### config.mk
export PLATFORM = sky130hd
export DESIGN_NAME = bp_request_sequencer
export DESIGN_NICKNAME = d
export VERILOG_FILES = /design/src/rtl/bp_request_sequencer.sv
export SDC_FILE = /design/constraint.sdc
export NUM_CORES = 1
export LEC_CHECK = 0
export CAP_MARGIN = 20
export CORE_UTILIZATION = 45
export CTS_BUF_LIST = sky130_fd_sc_hd__clkbuf_4
export DETAILED_ROUTE_END_ITERATION = 10
export PLACE_DENSITY = 0.73
export REMOVE_ABC_BUFFERS = 1
export SLEW_MARGIN = 25
export SYNTH_ARGS = -nofsm -noshare
export SYNTH_HDL_FRONTEND = slang
export SYNTH_SLANG_ARGS = --single-unit
### constraint.sdc
create_clock -name clk -period 3.3 [get_ports clk]
set_clock_uncertainty 0.05 [all_clocks]
set_input_delay 0.495 -clock clk [delete_from_list [all_inputs] [get_ports clk]]
set_output_delay 0.495 -clock clk [all_outputs]
set_load 0.02 [all_outputs]
### src/rtl/bp_request_sequencer.sv
// Initiator-side sequencer for the gshare predictor: issues predicts, queues them in order, replays resolves.
// Optional BP_STATS_EN builds saturating resolve/mispredict counters; otherwise the stat ports read 0.
module bp_request_sequencer #(
  parameter int W        = 32,
  parameter int DEPTH    = 4,
  parameter int PRED_LAT = 2,
  parameter int RES_LAT  = 2
) (
  input  logic                       clk,
  input  logic                       rst,
  input  logic                       fetch_valid,
  input  logic [W-1:0]               fetch_pc,
  output logic                       fetch_ready,
  output logic                       pred_valid,
  output logic                       pred_taken,
  output logic [W-1:0]               pred_target,
  input  logic                       ex_valid,
  input  logic [W-1:0]               ex_pc,
  input  logic [W-1:0]               ex_target,
  output logic                       ex_ready,
  output logic                       mispredict,
  output logic [W-1:0]               redirect_pc,
  output logic                       seq_err,
  output logic [$clog2(DEPTH):0]     q_count,
  output logic [W-1:0]               bp_pc,
  output logic                       bp_start_pred,
  output logic                       bp_start_resolve,
  output logic [W-1:0]               bp_actual_target,
  output logic                       bp_pr_hit,
  input  logic                       bp_br_pred,
  input  logic [W-1:0]               bp_target,
  output logic [31:0]                stat_total,
  output logic [31:0]                stat_mispred
);

  localparam int AW      = $clog2(DEPTH);
  localparam int CW      = AW + 1;
  localparam int LAT_MAX = (PRED_LAT > RES_LAT) ? PRED_LAT : RES_LAT;
  localparam int LW      = $clog2(LAT_MAX + 1);

  typedef enum logic [2:0] {IDLE, PRED, PWAIT, RES, RWAIT} state_t;

  typedef struct packed {
    logic [W-1:0] pc;
    logic         taken;
    logic [W-1:0] target;
  } entry_t;

  state_t        state;
  entry_t        q [DEPTH];
  entry_t        hd;
  logic [AW-1:0] head, tail;
  logic [W-1:0]  req_pc, ex_tgt;
  logic [LW-1:0] lat;
  logic          res_go, fetch_go, push, res_done, mis_hit;

  assign hd = q[head];

  // Resolve wins arbitration; a pending resolve blocks fetch even when the queue has room.
  assign res_go   = !rst && (state == IDLE) && ex_valid && (q_count != '0);
  assign fetch_go = !rst && (state == IDLE) && !(ex_valid && (q_count != '0)) &&
                    fetch_valid && (q_count != CW'(DEPTH));
  assign ex_ready    = res_go;
  assign fetch_ready = fetch_go;

  assign push     = (state == PWAIT) && (lat == '0);
  assign res_done = (state == RWAIT) && (lat == '0);
  assign mis_hit  = (ex_tgt != hd.target);

  always_ff @(posedge clk) begin
    if (!rst && push) q[tail] <= '{pc: req_pc, taken: bp_br_pred, target: bp_target};
  end

  always_ff @(posedge clk) begin
    if (rst) begin
      state            <= IDLE;
      head             <= '0;
      tail             <= '0;
      q_count          <= '0;
      req_pc           <= '0;
      ex_tgt           <= '0;
      lat              <= '0;
      pred_valid       <= 1'b0;
      pred_taken       <= 1'b0;
      pred_target      <= '0;
      mispredict       <= 1'b0;
      redirect_pc      <= '0;
      seq_err          <= 1'b0;
      bp_pc            <= '0;
      bp_start_pred    <= 1'b0;
      bp_start_resolve <= 1'b0;
      bp_actual_target <= '0;
      bp_pr_hit        <= 1'b0;
    end else begin
      pred_valid       <= 1'b0;
      mispredict       <= 1'b0;
      bp_start_pred    <= 1'b0;
      bp_start_resolve <= 1'b0;
      case (state)
        IDLE: begin
          if (res_go) begin
            req_pc           <= ex_pc;
            ex_tgt           <= ex_target;
            bp_pc            <= hd.pc;
            bp_actual_target <= ex_target;
            bp_pr_hit        <= hd.taken;
            bp_start_resolve <= 1'b1;
            state            <= RES;
          end else if (fetch_go) begin
            req_pc        <= fetch_pc;
            bp_pc         <= fetch_pc;
            bp_start_pred <= 1'b1;
            state         <= PRED;
          end
        end
        PRED: begin
          lat   <= LW'(PRED_LAT - 1);
          state <= PWAIT;
        end
        PWAIT: begin
          if (lat == '0) begin
            tail        <= tail + 1'b1;
            q_count     <= q_count + 1'b1;
            pred_valid  <= 1'b1;
            pred_taken  <= bp_br_pred;
            pred_target <= bp_target;
            bp_pc       <= '0;
            state       <= IDLE;
          end else begin
            lat <= lat - 1'b1;
          end
        end
        RES: begin
          if (req_pc != hd.pc) seq_err <= 1'b1;
          lat   <= LW'(RES_LAT - 1);
          state <= RWAIT;
        end
        RWAIT: begin
          if (lat == '0) begin
            // A wrong target invalidates every younger prediction, so the whole queue goes.
            if (mis_hit) begin
              mispredict  <= 1'b1;
              redirect_pc <= ex_tgt;
              head        <= '0;
              tail        <= '0;
              q_count     <= '0;
            end else begin
              head    <= head + 1'b1;
              q_count <= q_count - 1'b1;
            end
            bp_pc            <= '0;
            bp_actual_target <= '0;
            bp_pr_hit        <= 1'b0;
            state            <= IDLE;
          end else begin
            lat <= lat - 1'b1;
          end
        end
        default: state <= IDLE;
      endcase
    end
  end

`ifdef BP_STATS_EN
  logic [31:0] tot_cnt, mis_cnt;

  always_ff @(posedge clk) begin
    if (rst) begin
      tot_cnt <= '0;
      mis_cnt <= '0;
    end else if (res_done) begin
      if (tot_cnt != '1) tot_cnt <= tot_cnt + 1'b1;
      if (mis_hit && (mis_cnt != '1)) mis_cnt <= mis_cnt + 1'b1;
    end
  end

  assign stat_total   = tot_cnt;
  assign stat_mispred = mis_cnt;
`else
  assign stat_total   = '0;
  assign stat_mispred = '0;
`endif

endmodule
== Word-level counts from Yosys, hierarchy flattened ==
Memories as Yosys holds them, arrays and structs flattened. A register that Yosys moved wholly into a read port is not among the register bits.
Index checks and enable logic that the tools add are counted.
Word-level totals
  register bits: 211
  memories kept: 1
  bits of input ports: 133
  word-level logic and storage cells: 112
  memory bits (writable): 260
  output and inout bits: 204
Operators by class
  add/sub/neg operators: 5
  multiplexer cells: 33
  bitwise logic cells: 4
  reductions and logical operators: 37
  equal/unequal tests: 14
Memory list
  q: depth 4, width 65, rd ports 1, clocked after Yosys merged registers in 1, write ports 1, RTL line 50  | entry_t q [DEPTH];
Operator list (count)
  $mux W32: 5
  $pmux W32 S2: 2
  $ne A32 B32 Y1: 2
  $mux W3: 6
  $mux W2: 7
  $reduce_and A2 Y1: 7
  $pmux W3 S4: 1
  $reduce_and A3 Y1: 4
  $reduce_bool A2 Y1: 5
  $logic_and A1 B1 Y1: 9
  $mux W1: 8
  $ne A2 B2 Y1 const B: 4
  $pmux W2 S2: 2
  $reduce_or A2 Y1: 4
  $eq A3 B2 Y1 const B: 2
  $ne A3 B3 Y1 const B: 2
  $pmux W3 S2: 1
  $reduce_or A3 Y1: 2
  $add A2 B1 Y2 const B: 2
  $ne A2 B1 Y1 const B: 2
  $not A1 Y1: 4
  $reduce_and A4 Y1: 1
  $add A3 B1 Y3 const B: 1
  $eq A3 B1 Y1 const B: 1
  8 further kinds: 9

== Longest topological paths before layout ==
  depth after elaboration: 9
  mapped depth: 10

== Least setup slack after synthesis ==
OpenSTA, ideal clock, no wires.
  path type: register to register
  start point: register lat[0]
  end point: memory q[0][0] in the netlist's numbering (enable)
  setup time: 430 ps
  setup slack: -19 ps
  cell stages (with the launch flop): 8
  path buffers: 1
  arrival: 2838 ps
  path through: dfxtp_1 inv_1 ha_1 clkbuf_1 nor2b_1 nand2_1 nor2_1 and2_1
Between the ends
  cells in the longest elaborated chain, start to end: 5
RTL lines
  start: declaration: RTL line 54  | logic [LW-1:0] lat;
  start signal: assignment: RTL line 117  | lat <= LW'(PRED_LAT - 1);
  start signal: assignment: RTL line 130  | lat <= lat - 1'b1;
  start signal: assignment: RTL line 135  | lat <= LW'(RES_LAT - 1);
  $logic_not A2 Y1: RTL line 66  | assign push = (state == PWAIT) && (lat == '0);
  $logic_and A1 B1 Y1: RTL line 66
  $logic_and A1 B1 Y1: RTL line 71  | if (!rst && push) q[tail] <= '{pc: req_pc, taken: bp_br_pred, target: bp_target};
  $mux W1: RTL line 71
  $mux W1 (not written as such): RTL line 71
  end: declaration: RTL line 50
No other way between the ends.

== Worst setup path in the final report ==
  start point: register state[2]
  end point: output ex_ready
Between the ends
  cells in the longest elaborated chain, start to end: 4
RTL lines
  start: declaration: RTL line 49  | state_t state;
  start signal: assignment: RTL line 76  | state <= IDLE;
  start signal: assignment: RTL line 108  | state <= RES;
  start signal: assignment: RTL line 113  | state <= PRED;
  $logic_not A3 Y1: RTL line 60  | assign res_go = !rst && (state == IDLE) && ex_valid && (q_count != '0);
  $logic_and A1 B1 Y1 (3 in a row): RTL line 60
  end: declaration: RTL line 20  | output logic ex_ready,
No other way between the ends.

==> metrics.txt <==
# TYPE chip_impl_metric gauge
chip_impl_metric{name="post-route-cell-area",unit="um^2"} 23500
chip_impl_metric{name="leakage",unit="nW"} 7.85
chip_impl_metric{name="synth.mux.area_fraction",unit="%"} 9.74
chip_impl_metric{name="synth_fa_ha_area_share",unit="%"} 0.537
chip_impl_metric{name="initial_antenna_violation_count",unit=""} 1
chip_impl_info{name="synth.area.top_cells",value="sky130_fd_sc_hd__edfxtp_1 42%, sky130_fd_sc_hd__dfxtp_1 23%, sky130_fd_sc_hd__mux4_2 7.9%, sky130_fd_sc_hd__nand2_1 4.8%, sky130_fd_sc_hd__xnor2_1 3.0%"} 1
chip_impl_metric{name="initial_core_util",unit="%"} 45.6
chip_impl_metric{name="power_density",unit="nW/um^2"} 549
chip_impl_metric{name="yosysWarningCount",unit=""} 0
chip_impl_info{name="clock_tree.root_cell",value="sky130_fd_sc_hd__clkbuf_4"} 1
chip_impl_metric{name="detail_route.first_pass.iterations",unit=""} 8
chip_impl_metric{name="required",unit="ns"} 2.75
chip_impl_metric{name="synth-seq-area-share",unit="%"} 64.8
chip_impl_metric{name="yosys.cell_types.count",unit=""} 41
chip_impl_metric{name="worstPathArrival",unit="ns"} 2.55
chip_impl_metric{name="finalWirelength",unit="um"} 43300
chip_impl_metric{name="max-slew-margin-rel",unit="%"} 39.5
chip_impl_metric{name="ys_seq_elements",unit=""} 473
chip_impl_info{name="rsz0062_at_grt",value="no"} 1
chip_impl_metric{name="synth_simple_gate_area_share",unit="%"} 10.3
chip_impl_info{name="min-delay-path-class",value="primary input to flip-flop"} 1
chip_impl_metric{name="post_dp_cell_area",unit="um^2"} 21900
chip_impl_metric{name="final.fill_count",unit=""} 3357
chip_impl_metric{name="nNetsFinal",unit=""} 1904
chip_impl_metric{name="dpl.hpwl",unit="um"} 28300
chip_impl_metric{name="grt_pass1_vias",unit=""} 12300
chip_impl_metric{name="drt_drc_violations_left",unit=""} 0
chip_impl_metric{name="layout.cells.non_filler",unit=""} 2394
chip_impl_metric{name="ios",unit=""} 337
chip_impl_metric{name="max-clock-path-buffers",unit=""} 3
chip_impl_metric{name="drtAntennaViolNets",unit=""} 0
chip_impl_metric{name="placementRows",unit=""} 74
chip_impl_metric{name="avgSynthCellArea",unit="um^2"} 13.1
chip_impl_metric{name="number_of_synthesized_flops_with_an_enable_pin",unit=""} 260
chip_impl_info{name="outcome",value="finished, final reports clean"} 1
chip_impl_metric{name="timing.final.max_slew_violations",unit=""} 0
chip_impl_metric{name="die_w",unit="um"} 205
chip_impl_metric{name="cts.clk_slew.worst_paths",unit="ns"} 0.07
chip_impl_info{name="hp-start",value="ex_target[22]"} 1
chip_impl_info{name="post-synth-top-count-cell",value="sky130_fd_sc_hd__edfxtp_1"} 1
chip_impl_info{name="yosys_most_used_dff",value="sky130_fd_sc_hd__edfxtp_1"} 1
chip_impl_metric{name="grt_first_pass_wirelength",unit="um"} 66500
chip_impl_metric{name="layout_worst_path_cycle_share",unit="%"} 93.9
chip_impl_metric{name="hold_path_depth",unit=""} 3
chip_impl_metric{name="power.total",unit="mW"} 12.9
chip_impl_metric{name="share_comb_of_total_power",unit="%"} 10.4
chip_impl_metric{name="finalWorstPathRequiredPeriod",unit="ns"} 3.10
chip_impl_metric{name="timing.reg2reg.setup_slack",unit="ns"} 0.34
chip_impl_metric{name="drv.max_cap_violation_count",unit=""} 0
chip_impl_metric{name="yosysTopAreaCellShare",unit="%"} 41.9
chip_impl_info{name="setup.worst_path.start_class",value="flip-flop"} 1
chip_impl_info{name="tritoncts",value="yes"} 1
chip_impl_metric{name="switching_share",unit="%"} 24.7
chip_impl_metric{name="avgRoutedWirePerCell",unit="um"} 18.1
chip_impl_metric{name="hold_fails_final_rpt",unit=""} 0
chip_impl_metric{name="timing.final.setup_violations",unit=""} 0
chip_impl_metric{name="layout-drive-gt1-share",unit="%"} 17.0
chip_impl_metric{name="grt_overflow_total",unit=""} 0
chip_impl_metric{name="grt_start_max_net_pins",unit=""} 95
chip_impl_metric{name="r2r_cells",unit=""} 9
chip_impl_metric{name="numClockSinks",unit=""} 473
chip_impl_metric{name="async_flop_share",unit="%"} 0
chip_impl_metric{name="synth_area_in_compound_gates",unit="%"} 6.70
chip_impl_metric{name="number_of_placed_instances_with_taps_included",unit=""} 2174
chip_impl_info{name="synth_largest_area_cell",value="sky130_fd_sc_hd__edfxtp_1"} 1
chip_impl_metric{name="finalWeightedCongestion",unit=""} 0.746
chip_impl_metric{name="floorplan.die_area",unit="um^2"} 42200
chip_impl_metric{name="areaGrowthSynthToFinish",unit="%"} 25.9
chip_impl_metric{name="grt_usage",unit="%"} 20.6
chip_impl_metric{name="final.setup.worst_slack",unit="ns"} 0.202
chip_impl_metric{name="std_cell_core_area",unit="um^2"} 40800
chip_impl_metric{name="detailroute.via_count",unit=""} 12400
chip_impl_metric{name="internal_power",unit="mW"} 9.70
chip_impl_metric{name="io_buffers",unit=""} 272
chip_impl_metric{name="synthXorXnorAreaFrac",unit="%"} 3.06
chip_impl_metric{name="power_frac_clock",unit="%"} 38.3
chip_impl_metric{name="syn_area",unit="um^2"} 18600
chip_impl_metric{name="max_freq",unit="MHz"} 323
chip_impl_metric{name="syn-instance-count",unit=""} 1425
chip_impl_info{name="worstSetupPathType",value="flip-flop to output pin"} 1
chip_impl_metric{name="seq_power_share",unit="%"} 51.3
chip_impl_metric{name="peakVddDrop",unit="uV"} 280
chip_impl_metric{name="pre_cts_slack",unit="ns"} 0.265
chip_impl_metric{name="number_of_drc_violations_after_detailed_routing_iteration_0",unit=""} 950
chip_impl_metric{name="tightest_slew",unit="ns"} 0.908
chip_impl_metric{name="floorplan.die.height",unit="um"} 205
chip_impl_metric{name="htree_num_levels",unit=""} 3
chip_impl_metric{name="worst-path-max-fanout",unit=""} 13
chip_impl_info{name="worstSetupEndpointType",value="output pin"} 1
chip_impl_info{name="critical_path.reg2reg.endpoint",value="redirect_pc[4]"} 1
chip_impl_metric{name="insertion_delay_to_the_later_sink_of_the_worst_skew_pair",unit="ns"} 0.79
chip_impl_info{name="min_delay_worst_endpoint",value="bp_actual_target[22]"} 1
chip_impl_metric{name="power.switching",unit="mW"} 3.18
chip_impl_info{name="synth_top_cells_by_count",value="260 x sky130_fd_sc_hd__edfxtp_1, 238 x sky130_fd_sc_hd__nand2_1, 213 x sky130_fd_sc_hd__dfxtp_1"} 1
chip_impl_metric{name="number_of_vias_per_cell",unit=""} 5.16
chip_impl_info{name="dominant_combinational_cell_family_by_area_after_synthesis",value="simple AND/OR/NAND/NOR gates"} 1
chip_impl_metric{name="cts_made_buffers",unit=""} 117
-- through the flow --
stage | hold WS (ns) | utilization (%) | setup TNS, ns
after global placement | 0.392 | 53.5 | 0
after detailed placement | 0.398 | 53.6 | 0
after floorplan | 0.406 | - | -380.48
after global routing | 0.191 | 57.4 | 0
final | 0.247 | 57.4 | 0
after CTS | 0.144 | 57.4 | 0
-- area by class of cell --
class	count	area, um^2	share of cell area, %
Antenna cell	1	2.50	0.0107
Timing Repair Buffer	309	3150	13.4
Sequential cell	473	12100	51.5
Tap cell	532	666	2.84
Inverter	11	42.5	0.181
Multi-Input combinational cell	851	5950	25.4
Clock buffer	191	1430	6.11
Clock inverter	26	126	0.539
-- logic make-up after synthesis --
| logic type | count (synthesis) |
|---|---|
| flops | 473 |
| compound gates | 187 |
| buf+inv | 164 |
| other cells | 1 |
| xor+xnor | 65 |
| fa+ha+maj | 8 |
| mux | 100 |
| simple gates | 427 |
-- placed cells by master (no fill, tap or decap), types with 35 or more instances in the layout --
cell type / Yosys / routed
sky130_fd_sc_hd__nand2b_1: 68 / 68
sky130_fd_sc_hd__dfxtp_1: 213 / 211
sky130_fd_sc_hd__a21oi_1: 109 / 108
sky130_fd_sc_hd__conb_1: 1 / 64
sky130_fd_sc_hd__nand2_1: 238 / 237
sky130_fd_sc_hd__clkbuf_4: 0 / 191
sky130_fd_sc_hd__edfxtp_1: 260 / 260
sky130_fd_sc_hd__mux4_2: 65 / 65
sky130_fd_sc_hd__xnor2_1: 64 / 64
sky130_fd_sc_hd__mux2i_1: 35 / 35
sky130_fd_sc_hd__nor2_1: 75 / 75
sky130_fd_sc_hd__clkdlybuf4s50_1: 0 / 270
-- how the worst max path moves through the flow --
stage,from,endpoint,depth (start not counted)
floorplan,state[2],bp_pr_hit,6
global placement,flip-flop,redirect_pc[4],8
detailed placement,ex_valid,bp_pc[31],8
CTS,q_count[0],fetch_ready,6
global route,q_count[0],ex_ready,6
finish,state[2],ex_ready,5
-- routing by layer --
layer / wire length [um] / vias up / part of all wire, % / GRT usage (%)
li1: - / 5803 / - / -
met1: 18300 / 6025 / 42 / 26.1
met2: 21200 / 466 / 49 / 34.3
met3: 2990 / 59 / 6.9 / 4.94
met4: 852 / 0 / 2.0 / 7.75
met5: 0 / - / 0 / 0
-- worst max-delay path: stages, from the launching register on --
cell and delay (ns):
sky130_fd_sc_hd__dfxtp_1 0.44, sky130_fd_sc_hd__nor4_1 0.34, sky130_fd_sc_hd__buf_4 0.18, sky130_fd_sc_hd__nand3_4 0.09, sky130_fd_sc_hd__clkinv_2 0.07, sky130_fd_sc_hd__clkdlybuf4s50_1 0.67
-- registers in the layout (all words and copies together) (netlist names), named ones only --
signal,cells
q_count,3
bp_actual_target,32
seq_err,1
bp_pr_hit,1
pred_taken,1
q,260
lat,2
req_pc,32
tail,2
state,3
bp_pc,32
bp_start_pred,1
bp_start_resolve,1
head,2
mispredict,1
ex_tgt,32
pred_target,32
redirect_pc,32
pred_valid,1
-- power by group through the flow --
stage               sequential (mW)  combinational [mW]  clock, mW
global placement               6.72                1.32          0
finish                         6.61                1.34       4.93
CTS                            6.60                1.35       5.08
detailed placement             6.73                1.34          0
global route                   6.63                1.46       5.39
floorplan                      6.79               0.582          0
-- timing repair --
action,in CTS,in global routing
hold endpoints to repair,1,0
resized for setup,0,1
pin swaps,1,0
hold buffers,1,0
endpoints found under the setup margin,1,1
setup buffers,1,0
(Power assumes the default switching activity.)
